--- src/rtl/mem_arbiter_pkg.sv ---
// Shared encodings for mem_arbiter: FSM states, data_type size codes, I/O region decode.
package mem_arbiter_pkg;

  typedef enum logic [2:0] {
    ST_IDLE   = 3'd0,
    ST_IFETCH = 3'd1,
    ST_DLOAD  = 3'd2,
    ST_DSTORE = 3'd3,
    ST_DONE   = 3'd4
  } state_e;

  localparam logic [1:0] SZ_BYTE = 2'b00;
  localparam logic [1:0] SZ_HALF = 2'b01;
  localparam logic [1:0] SZ_WORD = 2'b10;
  localparam int         DT_UNSIGNED_BIT = 2;
  localparam logic [1:0] IO_REGION = 2'b11;

  function automatic logic [2:0] size_bytes(input logic [1:0] sz);
    case (sz)
      SZ_BYTE: return 3'd1;
      SZ_HALF: return 3'd2;
      default: return 3'd4;
    endcase
  endfunction

endpackage

--- src/rtl/mem_arbiter_load_extend.sv ---
// load_extend: widens assembled load lanes to 32 bits with sign or zero fill by size.
module load_extend
  import mem_arbiter_pkg::*;
(
  input  logic [31:0] i_lanes,
  input  logic [1:0]  i_size,
  input  logic        i_unsigned,
  output logic [31:0] o_res
);

  always_comb begin
    o_res = i_lanes;
    case (i_size)
      SZ_BYTE: o_res = {{24{~i_unsigned & i_lanes[7]}}, i_lanes[7:0]};
      SZ_HALF: o_res = {{16{~i_unsigned & i_lanes[15]}}, i_lanes[15:0]};
      default: o_res = i_lanes;
    endcase
  end

endmodule

--- src/rtl/mem_arbiter.sv ---
// mem_arbiter: serialises fetch and load/store requests onto the byte-wide memory bus.
// Define MEM_ARB_IO_STALL_EN to hold stores into the I/O region while the UART TX buffer is full.
// state  | meaning
// IDLE   | waiting for a request (data has priority)
// IFETCH | word fetch, one byte per cycle, lanes captured a cycle late
// DLOAD  | data load, same byte sequencing as IFETCH
// DSTORE | one write byte per cycle; never aborted by clear
// DONE   | one-cycle ready pulse to the requester
module mem_arbiter
  import mem_arbiter_pkg::*;
#(
  parameter int ADDR_W = 32
) (
  input  logic              i_clk,
  input  logic              i_rst_n,
  input  logic              i_rdy,
  input  logic              i_clear,
  input  logic              i_inst_valid,
  input  logic [ADDR_W-1:0] i_inst_addr,
  output logic              o_inst_ready,
  output logic [31:0]       o_inst_res,
  input  logic              i_data_valid,
  input  logic              i_data_wr,
  input  logic [2:0]        i_data_type,
  input  logic [ADDR_W-1:0] i_data_addr,
  input  logic [31:0]       i_data_value,
  output logic              o_data_ready,
  output logic [31:0]       o_data_res,
  input  logic [7:0]        i_mem_din,
  output logic [7:0]        o_mem_dout,
  output logic [31:0]       o_mem_a,
  output logic              o_mem_wr,
  input  logic              i_io_buffer_full
);

  state_e            r_state, w_state_next;
  logic [2:0]        r_cnt, w_cnt_next;
  logic [ADDR_W-1:0] r_base;
  logic [1:0]        r_size;
  logic              r_unsigned, r_is_inst, r_is_wr;
  logic [31:0]       r_wdata, r_lanes, r_inst_res, r_data_res;
  logic [2:0]        w_nbytes;
  logic [ADDR_W-1:0] w_addr;
  logic [31:0]       w_bus_addr, w_lanes_next, w_ext;
  logic [1:0]        w_lane_idx;
  logic              w_io_stall, w_accept_data, w_accept_inst, w_capture, w_finish;

  assign w_nbytes   = size_bytes(r_size);
  assign w_addr     = r_base + ADDR_W'(r_cnt);
  assign w_bus_addr = 32'(w_addr);
  assign w_lane_idx = 2'(r_cnt - 3'd1);

`ifdef MEM_ARB_IO_STALL_EN
  assign w_io_stall = (w_bus_addr[17:16] == IO_REGION) && i_io_buffer_full;
`else
  logic w_unused_io;
  assign w_unused_io = i_io_buffer_full;
  assign w_io_stall  = 1'b0;
`endif

  // The byte on i_mem_din answers the address driven one cycle earlier.
  always_comb begin
    w_lanes_next = r_lanes;
    w_lanes_next[8*w_lane_idx +: 8] = i_mem_din;
  end

  load_extend u_load_extend (
    .i_lanes   (w_lanes_next),
    .i_size    (r_size),
    .i_unsigned(r_unsigned),
    .o_res     (w_ext)
  );

  always_ff @(posedge i_clk or negedge i_rst_n) begin
    if (!i_rst_n) begin
      r_state <= ST_IDLE;
      r_cnt   <= '0;
    end else begin
      r_state <= w_state_next;
      r_cnt   <= w_cnt_next;
    end
  end

  always_comb begin
    w_state_next  = r_state;
    w_cnt_next    = r_cnt;
    w_accept_data = 1'b0;
    w_accept_inst = 1'b0;
    w_capture     = 1'b0;
    w_finish      = 1'b0;
    o_mem_a       = '0;
    o_mem_dout    = '0;
    o_mem_wr      = 1'b0;
    o_inst_ready  = 1'b0;
    o_data_ready  = 1'b0;
    case (r_state)
      ST_IDLE: begin
        if (i_rdy && !i_clear) begin
          if (i_data_valid) begin
            w_accept_data = 1'b1;
            w_cnt_next    = '0;
            w_state_next  = i_data_wr ? ST_DSTORE : ST_DLOAD;
          end else if (i_inst_valid) begin
            w_accept_inst = 1'b1;
            w_cnt_next    = '0;
            w_state_next  = ST_IFETCH;
          end
        end
      end
      ST_IFETCH, ST_DLOAD: begin
        if (r_cnt < w_nbytes) o_mem_a = w_bus_addr;
        if (i_rdy) begin
          if (i_clear) begin
            w_state_next = ST_IDLE;
          end else begin
            w_capture = (r_cnt != 3'd0);
            if (r_cnt == w_nbytes) begin
              w_finish     = 1'b1;
              w_state_next = ST_DONE;
            end else begin
              w_cnt_next = r_cnt + 3'd1;
            end
          end
        end
      end
      ST_DSTORE: begin
        o_mem_a    = w_bus_addr;
        o_mem_dout = r_wdata[8*r_cnt[1:0] +: 8];
        if (i_rdy && !w_io_stall) begin
          o_mem_wr = 1'b1;
          if (r_cnt == w_nbytes - 3'd1) w_state_next = ST_DONE;
          else                          w_cnt_next   = r_cnt + 3'd1;
        end
      end
      ST_DONE: begin
        if (i_rdy) begin
          w_state_next = ST_IDLE;
          o_inst_ready = r_is_inst && !i_clear;
          o_data_ready = !r_is_inst && (r_is_wr || !i_clear);
        end
      end
      default: w_state_next = ST_IDLE;
    endcase
  end

  always_ff @(posedge i_clk or negedge i_rst_n) begin
    if (!i_rst_n) begin
      r_base     <= '0;
      r_size     <= SZ_BYTE;
      r_unsigned <= 1'b0;
      r_is_inst  <= 1'b0;
      r_is_wr    <= 1'b0;
      r_wdata    <= '0;
      r_lanes    <= '0;
      r_inst_res <= '0;
      r_data_res <= '0;
    end else begin
      if (w_accept_data) begin
        r_base     <= i_data_addr;
        r_size     <= i_data_type[1:0];
        r_unsigned <= i_data_type[DT_UNSIGNED_BIT];
        r_is_inst  <= 1'b0;
        r_is_wr    <= i_data_wr;
        r_wdata    <= i_data_value;
      end else if (w_accept_inst) begin
        r_base     <= i_inst_addr;
        r_size     <= SZ_WORD;
        r_unsigned <= 1'b1;
        r_is_inst  <= 1'b1;
        r_is_wr    <= 1'b0;
      end
      if (w_capture) r_lanes <= w_lanes_next;
      if (w_finish) begin
        if (r_is_inst) r_inst_res <= w_lanes_next;
        else           r_data_res <= w_ext;
      end
    end
  end

  assign o_inst_res = r_inst_res;
  assign o_data_res = r_data_res;

endmodule

--- config.mk ---
export PLATFORM = sky130hd
export DESIGN_NAME = mem_arbiter
export DESIGN_NICKNAME = d
export VERILOG_FILES = /design/src/rtl/mem_arbiter_pkg.sv /design/src/rtl/mem_arbiter_load_extend.sv /design/src/rtl/mem_arbiter.sv
export SDC_FILE = /design/constraint.sdc
export NUM_CORES = 1
export LEC_CHECK = 0
export BUFFER_PORTS_ARGS = -buffer_cell sky130_fd_sc_hd__buf_2
export CORE_AREA = 2 2 142 144
export DETAILED_ROUTE_END_ITERATION = 10
export DIE_AREA = 0 0 144 146
export PLACE_DENSITY = 0.69
export SLEW_MARGIN = 40
export SYNTH_ARGS = -nofsm -noshare
export SYNTH_HDL_FRONTEND = slang
export SYNTH_SLANG_ARGS = --single-unit
--- constraint.sdc ---
create_clock -name i_clk -period 6.9 [get_ports i_clk]
set_input_delay 0.345 -clock i_clk [delete_from_list [all_inputs] [get_ports i_clk]]
set_output_delay 0.345 -clock i_clk [all_outputs]
set_load 0.005 [all_outputs]
# Word-level counts from Yosys, hierarchy flattened
# Index checks and enable logic that the tools add are counted.
[classes] eq_ne=17 n_bitwise=4 n_reduce_logical=16 muxes=55 n_addsub=5 magnitude_cmp=1 shifts=3
[ops] operator="32-bit one-hot mux with 2 select lines" count=2
[ops] operator="32-bit 2-to-1 mux" count=3
[ops] operator="3-bit 2-to-1 mux" count=17
[ops] operator="5-bit negation with 34-bit output" count=1
[ops] operator="8-bit by 34-bit variable shift with 32-bit output, first input constant" count=1
[ops] operator="8-bit by 34-bit variable part select with 32-bit output" count=1
[ops] operator="32-bit by 3-bit adder with 32-bit output" count=1
[ops] operator="32-bit bitwise mux" count=1
[ops] operator="32-bit by 6-bit variable part select with 8-bit output" count=1
[ops] operator="1-bit 2-to-1 mux" count=26
[ops] operator="2-bit inequality test, second input constant" count=8
[ops] operator="3-bit one-hot mux with 4 select lines" count=1
[ops] operator="3-bit one-hot mux with 3 select lines" count=1
[ops] operator="8-bit 2-to-1 mux" count=1
[ops] operator="8-bit AND reduction" count=1
[ops] operator="7-bit AND reduction" count=1
[ops] operator="3-bit by 2-bit == test with 1-bit output, second input constant" count=2
[ops] operator="3-bit == test" count=2
[ops] operator="3-bit inequality test, second input constant" count=2
[ops] operator="3-bit one-hot mux with 2 select lines" count=1
[ops] operator="3-bit nonzero test" count=2
[ops] operator="2-bit 2-to-1 mux" count=2
[ops] operator="2-bit AND reduction" count=2
[ops] operator="3-bit by 1-bit adder with 3-bit output, second input constant" count=1
[ops] operator="other kinds (15)" count=20
[totals] word_cells=112 output_inout_bits=107 inputBits=115 reg_bits=171

# Depth between registers and ports, before layout
# Gate-level depths: netlist (run 1).
[depth] ltp_word=8 mapped_depth=10 depth_no_buf=7

# Cells and area by module
# Synthesis (run 1) repeated with hierarchy kept, for this count alone.
[unflattened] cells_unflattened=885 area_unflattened_um2=8808.4
[by_module_without_submodules] module="mem_arbiter" area_each_um2=8453.1 instances=1 seq_area_each_um2=4279.1 cells_per_inst=818
[by_module_without_submodules] module="load_extend" area_each_um2=355.3 instances=1 seq_area_each_um2=0.0 cells_per_inst=67

# Worst setup path after synthesis (run 1)
# No wires, ideal clock.
[synth_path] path_kind="reg-to-output" from="reg r_cnt[1]" to="out o_mem_a[26]" required_ns=6.555 path_stages_with_launch=9 setup_slack_ns=4.212 arrival_time_ns=2.343 n_path_buf=2 cell_sequence="dfrtp_1 -> buf_2 -> inv_1 -> fa_1 -> nor2b_1 -> clkbuf_1 -> o2111ai_1 -> or4_1 -> a21oi_1"
[synth_between] elab_chain_len=3 word_cells_on_any_way=4 classes_between="add/sub (1); order compare (1); mux (2)"
[synth_lines] item="start: declaration" line_no="mem_arbiter.sv:37" text="logic [2:0] r_cnt, w_cnt_next;"
[synth_lines] item="start signal: assignment" line_no="mem_arbiter.sv:80" text="r_cnt <= w_cnt_next;"
[synth_lines] item="32-bit by 3-bit adder with 32-bit output / 3-bit less-than comparator (equally long branches)" line_no="mem_arbiter.sv:49, mem_arbiter.sv:111"
[synth_lines] item="32-bit 2-to-1 mux" line_no="mem_arbiter.sv:111" text="if (r_cnt < w_nbytes) o_mem_a = w_bus_addr;"
[synth_lines] item="32-bit one-hot mux with 2 select lines *" line_no="mem_arbiter.sv:96" text="case (r_state)"
[synth_lines] item="end: declaration" line_no="mem_arbiter.sv:31" text="output logic [31:0] o_mem_a,"
# Mark *: on every way between the ends. The rest lies on a longest branch, timed or not.

# Final worst setup path (run 1)
# Ends and elaborated chain as after synthesis.

==> flow_summary_export.csv, run 1 <==
group,metric,value,unit
outcome,outcome,"complete, no violations",
placed_design,place_ws,3300,ps
detailed_routing,drc,0,
timing,fin_tns_setup,0,ps
timing,fin_crit,4050,ps
layout,drive_gt1_frac,0.296,
critical_path,crit_path_max_fanout,15,
logic_synthesis,yosysUniqueCellTypes,59,
floorplanning,rows,51,
critical_path,crit_required,6550,ps
detailed_routing,dr.pass1.iters,5,
global_route,first_global_vias,6792,
logic_synthesis,synthArstFlopShare,1.00,
timing,period_share,0.588,
timing,setup_viol,0,
detailed_routing,vias,7127,
floorplanning,fp.dieW,144,um
clock_network,clock_sinks,171,
global_route,grt_use_total,0.211,
power,power_density,423,nW/um2
critical_path,slowest_stage,"dfrtp_1",
timing,rsz0062_at_grt,"false",
layout,layout.nets,1188,
logic_synthesis,synth.top_cell.area_share,0.497,
power,p_leak,5.10,nW
clock_network,cts_buffers,17,
floorplanning,start_util,0.445,
timing,maxSlewViolCount,0,
detailed_routing,drt_wl_total,21.9,mm
logic_synthesis,synth-edff-count,0,
power,internal_power,2.72,mW
logic_synthesis,synth_most_common_cell,"dfrtp_1",
global_route,grt_pass1_wl,35.1,mm
job,maxCapViolCount,0,
detailed_routing,drtIter0Drc,422,
clock_network,clockBufferDepth,2,
clock_network,postCtsSetupBuffers,0,
floorplanning,die_area,21000,um2
timing,tightest_slew,808,ps
critical_path,path_cells,"inv_1 -> fa_1 -> nor2b_1 -> o2111ai_1 -> or4_1 -> a21oi_1 -> buf_2",
clock_network,tritoncts,"done",
detailed_routing,wl_per_cell,16.3,um
clock_network,root_buffer,"clkbuf_16",
critical_path,critPathCaptureType,"primary output",
clock_network,cts_resized,0,
placed_design,place_congestion,0.817,
detailed_routing,ant_nets,0,
critical_path,arrival,3710,ps
logic_synthesis,synth_flop_cell,"dfrtp_1",
clock_network,cts_max_level,4,
logic_synthesis,ys_seq_area_frac,0.497,
power,peakVddDrop,0.226,mV
timing,hold_violations,0,
global_route,grt-ovfl-total,0,
logic_synthesis,synthTopCellsByCount,"171 x dfrtp_1, 101 x a21oi_1, 84 x nor2_1",
clock_network,clock_latency,430,ps
power,power_frac_comb,0.384,
worst_hold_path,hp-class,"in2reg",
clock_network,clk_pin_slew,70,ps
power,swShare,0.389,
logic_synthesis,avgSynthCellArea,9.92,um2
logic_synthesis,yosysWarningCount,0,
critical_path,critPathBufInv,2,
global_route,antenna_found_initial,1,
detailed_routing,viasPerCell,5.32,
logic_synthesis,synth.area.top_cells,"dfrtp_1 50%, a21oi_1 5.9%, mux2_2 4.4%, o21ai_0 4.2%, mux2i_1 4.0%",
timing,fmaxAchievable,247,MHz
power,p_clk_frac,0.212,
power,seqPwrFrac,0.404,
placed_design,portBuffers,220,
power,p_sw,1.74,mW
floorplanning,die_h,146,um
critical_path,crit_type,"reg2out",
critical_path,critPathTopFamily,"simple AND/OR/NAND/NOR gates",
clock_network,holdBufCountCts,1,
logic_synthesis,synthCells,868,
logic_synthesis,synth_top_cell_by_area,"dfrtp_1",
timing,worst_slack,2850,ps
logic_synthesis,ys_ff_latch,171,
logic_synthesis,syn_area,8610,um2
logic_synthesis,synth_nets,995,
timing,slew_headroom,0.461,
layout,finish.utilization,0.545,
global_route,grt_max_degree,107,
layout,nFillCells,1765,
critical_path,start_kind,"flop",
floorplanning,ioPinCount,222,
placed_design,hpwl,15.3,mm
critical_path,critPathMaxStageDelay,860,ps
layout,area_growth,22.4,%
floorplanning,core,19300,um2
timing,skew,15.6,ps
power by group through the flow:
stage	Clock, mW	Sequential, mW	Combinational [mW]
6_report	0.947	1.80	1.71
5_1_grt	1.01	1.87	1.93
4_1_cts	0.971	1.80	1.72
3_5_place_dp	0	1.81	1.71
3_3_place_gp	0	1.79	1.66
2_1_floorplan	0	1.68	1.17
metal layers:
| layer | vias up | track usage | part of all wire | wire length [um] |
|---|---|---|---|---|
| li1 | 3495 | - | - | - |
| met1 | 3379 | 0.297 | 0.45 | 9830 |
| met2 | 222 | 0.324 | 0.47 | 10300 |
| met3 | 29 | 0.0510 | 0.064 | 1400 |
| met4 | 2 | 0.0623 | 0.018 | 400 |
| met5 | - | 0 | 0.00046 | 10 |
final timing paths:
path | depth (start not counted) | startpoint | end | slack (ps)
setup / recovery | 7 | r_cnt[1] | o_mem_a[26] | 2850
hold reg to reg | 2 | r_lanes[16] | r_lanes[16] | 470
max in group asynchronous | 4 | i_rst_n | r_cnt[0] | 5170
min in group asynchronous | 2 | i_rst_n | o_inst_res[3] | 410
hold / removal | 2 | i_data_type[0] | r_size[0] | 140
setup reg to reg | 6 | r_cnt[1] | o_data_res[31] | 3530
cells by family after synthesis:
| family | Yosys count | synth area share |
|---|---|---|
| compound gates | 236 | 0.158 |
| xor+xnor | 12 | 0.0122 |
| fa+ha+maj | 12 | 0.0183 |
| buf+inv | 64 | 0.0323 |
| flops | 171 | 0.497 |
| mux | 76 | 0.105 |
| simple gates | 297 | 0.178 |
worst register-to-register path: stages (launching register included):
cell     delay [ps]
dfrtp_1         860
inv_1           280
ha_1            460
and2_1          290
a31oi_1         630
o221a_2         590
a21oi_1         130
cell usage in the layout (no fill, tap or decap), types with 10 or more instances in the layout:
| cell type | n |
|---|---|
| a21oi_1 | 101 |
| and2_1 | 15 |
| buf_2 | 219 |
| clkbuf_16 | 17 |
| dfrtp_1 | 170 |
| ha_1 | 11 |
| mux2_2 | 34 |
| mux2i_1 | 34 |
| nand2_1 | 78 |
| nand2b_1 | 20 |
| nor2_1 | 83 |
| nor2b_1 | 37 |
| o21ai_0 | 73 |
| o31ai_1 | 15 |
| or4_1 | 15 |
| xor2_1 | 10 |
sequential cells by signal, summed over array words and instances (netlist names):
signal,flops
r_base,32
o_data_res,32
o_inst_res,32
r_state,3
r_is_wr,1
r_lanes,32
r_wdata,32
r_is_inst,1
r_unsigned,1
r_size,2
r_cnt,3
stage by stage:
stage	cells	instance area [um2]	total power [mW]	hold slack, ps
CTS	1338	10500	4.49	121
global route	1339	10500	4.81	132
floorplan	868	8610	2.85	49.4
detailed placement	1305	9900	3.52	460
finish	1340	10500	4.46	137
global placement	1305	9880	3.45	454
cell type report:
cell class | instances | area (um2) | share of cell area
Timing Repair Buffer | 230 | 1210 | 0.115
Tap cell | 265 | 332 | 0.0315
Antenna cell | 1 | 2.50 | 0.000237
Multi-Input combinational cell | 633 | 4100 | 0.389
Inverter | 8 | 30.0 | 0.00285
Sequential cell | 171 | 4280 | 0.406
Clock inverter | 14 | 148 | 0.0140
Clock buffer | 18 | 439 | 0.0417
Note: power is estimated with default switching activity, not from simulation.
==> inputs of run 2 (changes only) <==
Clock period 6.9 ns to 3.9 ns, I/O delays scaled along.
==> run 2 against run 1 <==
Die area did not move. Worst hold slack got worse by 120 ps. Setup slack got worse by 2200 ps. Wire length rose by 1.6%. Sequential power rose by 73%. Via count rose by 1.3%. Power rose by 80%. Non-clock buffer count rose by 39. Critical endpoint is now o_mem_a[15].
==> flow_summary_export.csv, run 2 (synthesis results as in run 1) <==
group,metric,value,unit
critical_path,critPathTopFamily,"simple AND/OR/NAND/NOR gates",
detailed_routing,ant_nets,0,
power,seqPwrFrac,0.389,
power,p_leak,5.26,nW
worst_hold_path,holdPathEnd,"r_wdata[16]",
layout,final_area,10900,um2
detailed_routing,wl_per_cell,16.1,um
timing,tightest_slew,795,ps
floorplanning,ioPinCount,222,
timing,hold_violations,0,
power,power_density,733,nW/um2
critical_path,critPathCaptureType,"primary output",
clock_network,clockBufferDepth,2,
layout,nFillCells,1767,
clock_network,root_buffer,"clkbuf_16",
critical_path,rr_worst_depth,6,
layout,mostFrequentLayoutCell,"buf_2",
global_route,grt-ovfl-total,0,
global_route,first_global_vias,6937,
global_route,grt_use_total,0.215,
power,peakVddDrop,0.409,mV
power,swShare,0.379,
layout,layout.nets,1227,
layout,diodes,0,
global_route,grt_pass1_wl,35.6,mm
critical_path,start_kind,"flop",
power,power_frac_comb,0.392,
worst_hold_path,worstHoldStart,"i_data_value[16]",
power,p_sw,3.03,mW
floorplanning,die_area,21000,um2
timing,skew,7.47,ps
clock_network,clock_latency,420,ps
outcome,outcome,"complete, no violations",
floorplanning,die_h,146,um
timing,slew_headroom,0.468,
detailed_routing,dr.pass1.iters,4,
critical_path,worstReg2RegEnd,"o_data_res[19]",
critical_path,path_cells,"nand2b_1 -> ha_1 -> nor2b_1 -> o211ai_1 -> nand3b_1 -> buf_4 -> a21oi_1 -> buf_2",
detailed_routing,drt_wl_total,22.2,mm
worst_hold_path,hp-class,"in2reg",
timing,fmaxAchievable,304,MHz
timing,period_share,0.844,
detailed_routing,viasPerCell,5.24,
critical_path,arrival,3100,ps
floorplanning,fp.dieW,144,um
clock_network,cts_resized,0,
critical_path,crit_path_max_fanout,16,
clock_network,clock_sinks,171,
floorplanning,rows,51,
power,p_clk_frac,0.219,
critical_path,rrSetupSlack,970,ps
timing,fin_tns_setup,0,ps
timing,fin_crit,3290,ps
global_route,grt_max_degree,69,
clock_network,cts_max_level,4,
detailed_routing,drc,0,
detailed_routing,drtIter0Drc,403,
critical_path,crit_type,"reg2out",
power,internal_power,4.98,mW
job,maxCapViolCount,0,
clock_network,clk_pin_slew,70,ps
timing,rsz0062_at_grt,"false",
placed_design,post_dp_cell_area,9970,um2
worst_hold_path,whs_path_depth,2,
detailed_routing,vias,7217,
layout,final_cell_mix,"219 x buf_2, 171 x dfrtp_1, 101 x a21oi_1, 84 x nor2_1, 78 x nand2_1",
placed_design,place_congestion,0.826,
critical_path,slowest_stage,"nand3b_1",
floorplanning,core,19300,um2
floorplanning,start_util,0.445,
global_route,antenna_found_initial,2,
clock_network,cts_buffers,17,
layout,drive_gt1_frac,0.289,
timing,maxSlewViolCount,0,
layout,finish.utilization,0.565,
critical_path,critPathBufInv,2,
critical_path,critPathMaxStageDelay,530,ps
placed_design,hpwl,15.6,mm
clock_network,tritoncts,"done",
critical_path,crit_required,3700,ps
critical_path,regToRegStartpoint,"r_cnt[0]",
placed_design,portBuffers,220,
layout,area_growth,26.9,%
timing,setup_viol,0,
-- run 2: worst max path at each step --
| stage | start | to | slack [ps] | depth (start not counted) |
|---|---|---|---|---|
| floorplan | r_cnt[0] | o_data_res[21] | 1230 | 10 |
| global placement | r_cnt[0] | o_data_res[23] | 1030 | 6 |
| detailed placement | r_cnt[0] | o_data_res[16] | 980 | 6 |
| CTS | r_size[1] | o_mem_a[15] | 570 | 8 |
| global route | r_size[1] | o_mem_a[10] | 340 | 8 |
| finish | r_size[1] | o_mem_a[15] | 610 | 8 |
-- run 2: cell type report --
cell class | instances | area, um2 | area share
Tap cell | 265 | 332 | 0.0303
Sequential cell | 171 | 4280 | 0.392
Clock buffer | 18 | 439 | 0.0402
Inverter | 8 | 30.0 | 0.00275
Clock inverter | 14 | 179 | 0.0164
Multi-Input combinational cell | 633 | 4090 | 0.374
Timing Repair Buffer | 269 | 1580 | 0.145
-- run 2: per-stage QoR --
stage	instances	hold slack (ps)	worst slack [ps]	power, mW
after floorplan	868	-101	1230	5.04
after global placement	1311	410	1030	6.16
after detailed placement	1312	126	980	6.27
after CTS	1378	2.73	567	8.08
after global routing	1378	13.9	344	8.64
final	1378	16.5	609	8.01
-- run 2: worst register-to-register path: cells and delay by family, from the launching register on --
kind | cells | cell delay [ps]
buffers and inverters | 1 | 150
flip-flops | 1 | 590
adder cells (fa/ha/maj) | 1 | 410
AND/OR/NAND/NOR | 1 | 290
AO/OA/AOI/OAI | 3 | 1350
-- run 2: power groups by stage --
| stage | Clock [mW] | Sequential [mW] | Combinational (mW) |
|---|---|---|---|
| global route | 1.88 | 3.24 | 3.53 |
| CTS | 1.80 | 3.11 | 3.17 |
| global placement | 0 | 3.11 | 3.05 |
| floorplan | 0 | 2.98 | 2.06 |
| detailed placement | 0 | 3.14 | 3.13 |
| finish | 1.75 | 3.12 | 3.14 |
-- run 2: per-layer routing --
layer | GRT usage | vias to the layer above | share of wire
met4 | 0.0672 | 4 | 0.020
met2 | 0.338 | 163 | 0.48
met5 | 0 | - | 0.0010
met3 | 0.0500 | 30 | 0.051
met1 | 0.296 | 3451 | 0.45
li1 | - | 3569 | -
-- run 2: repair_timing --
| item | in CTS | in global routing |
|---|---|---|
| buffers inserted | 0 | 0 |
| endpoints found under the hold margin | 77 | 0 |
| hold buffers | 34 | 0 |
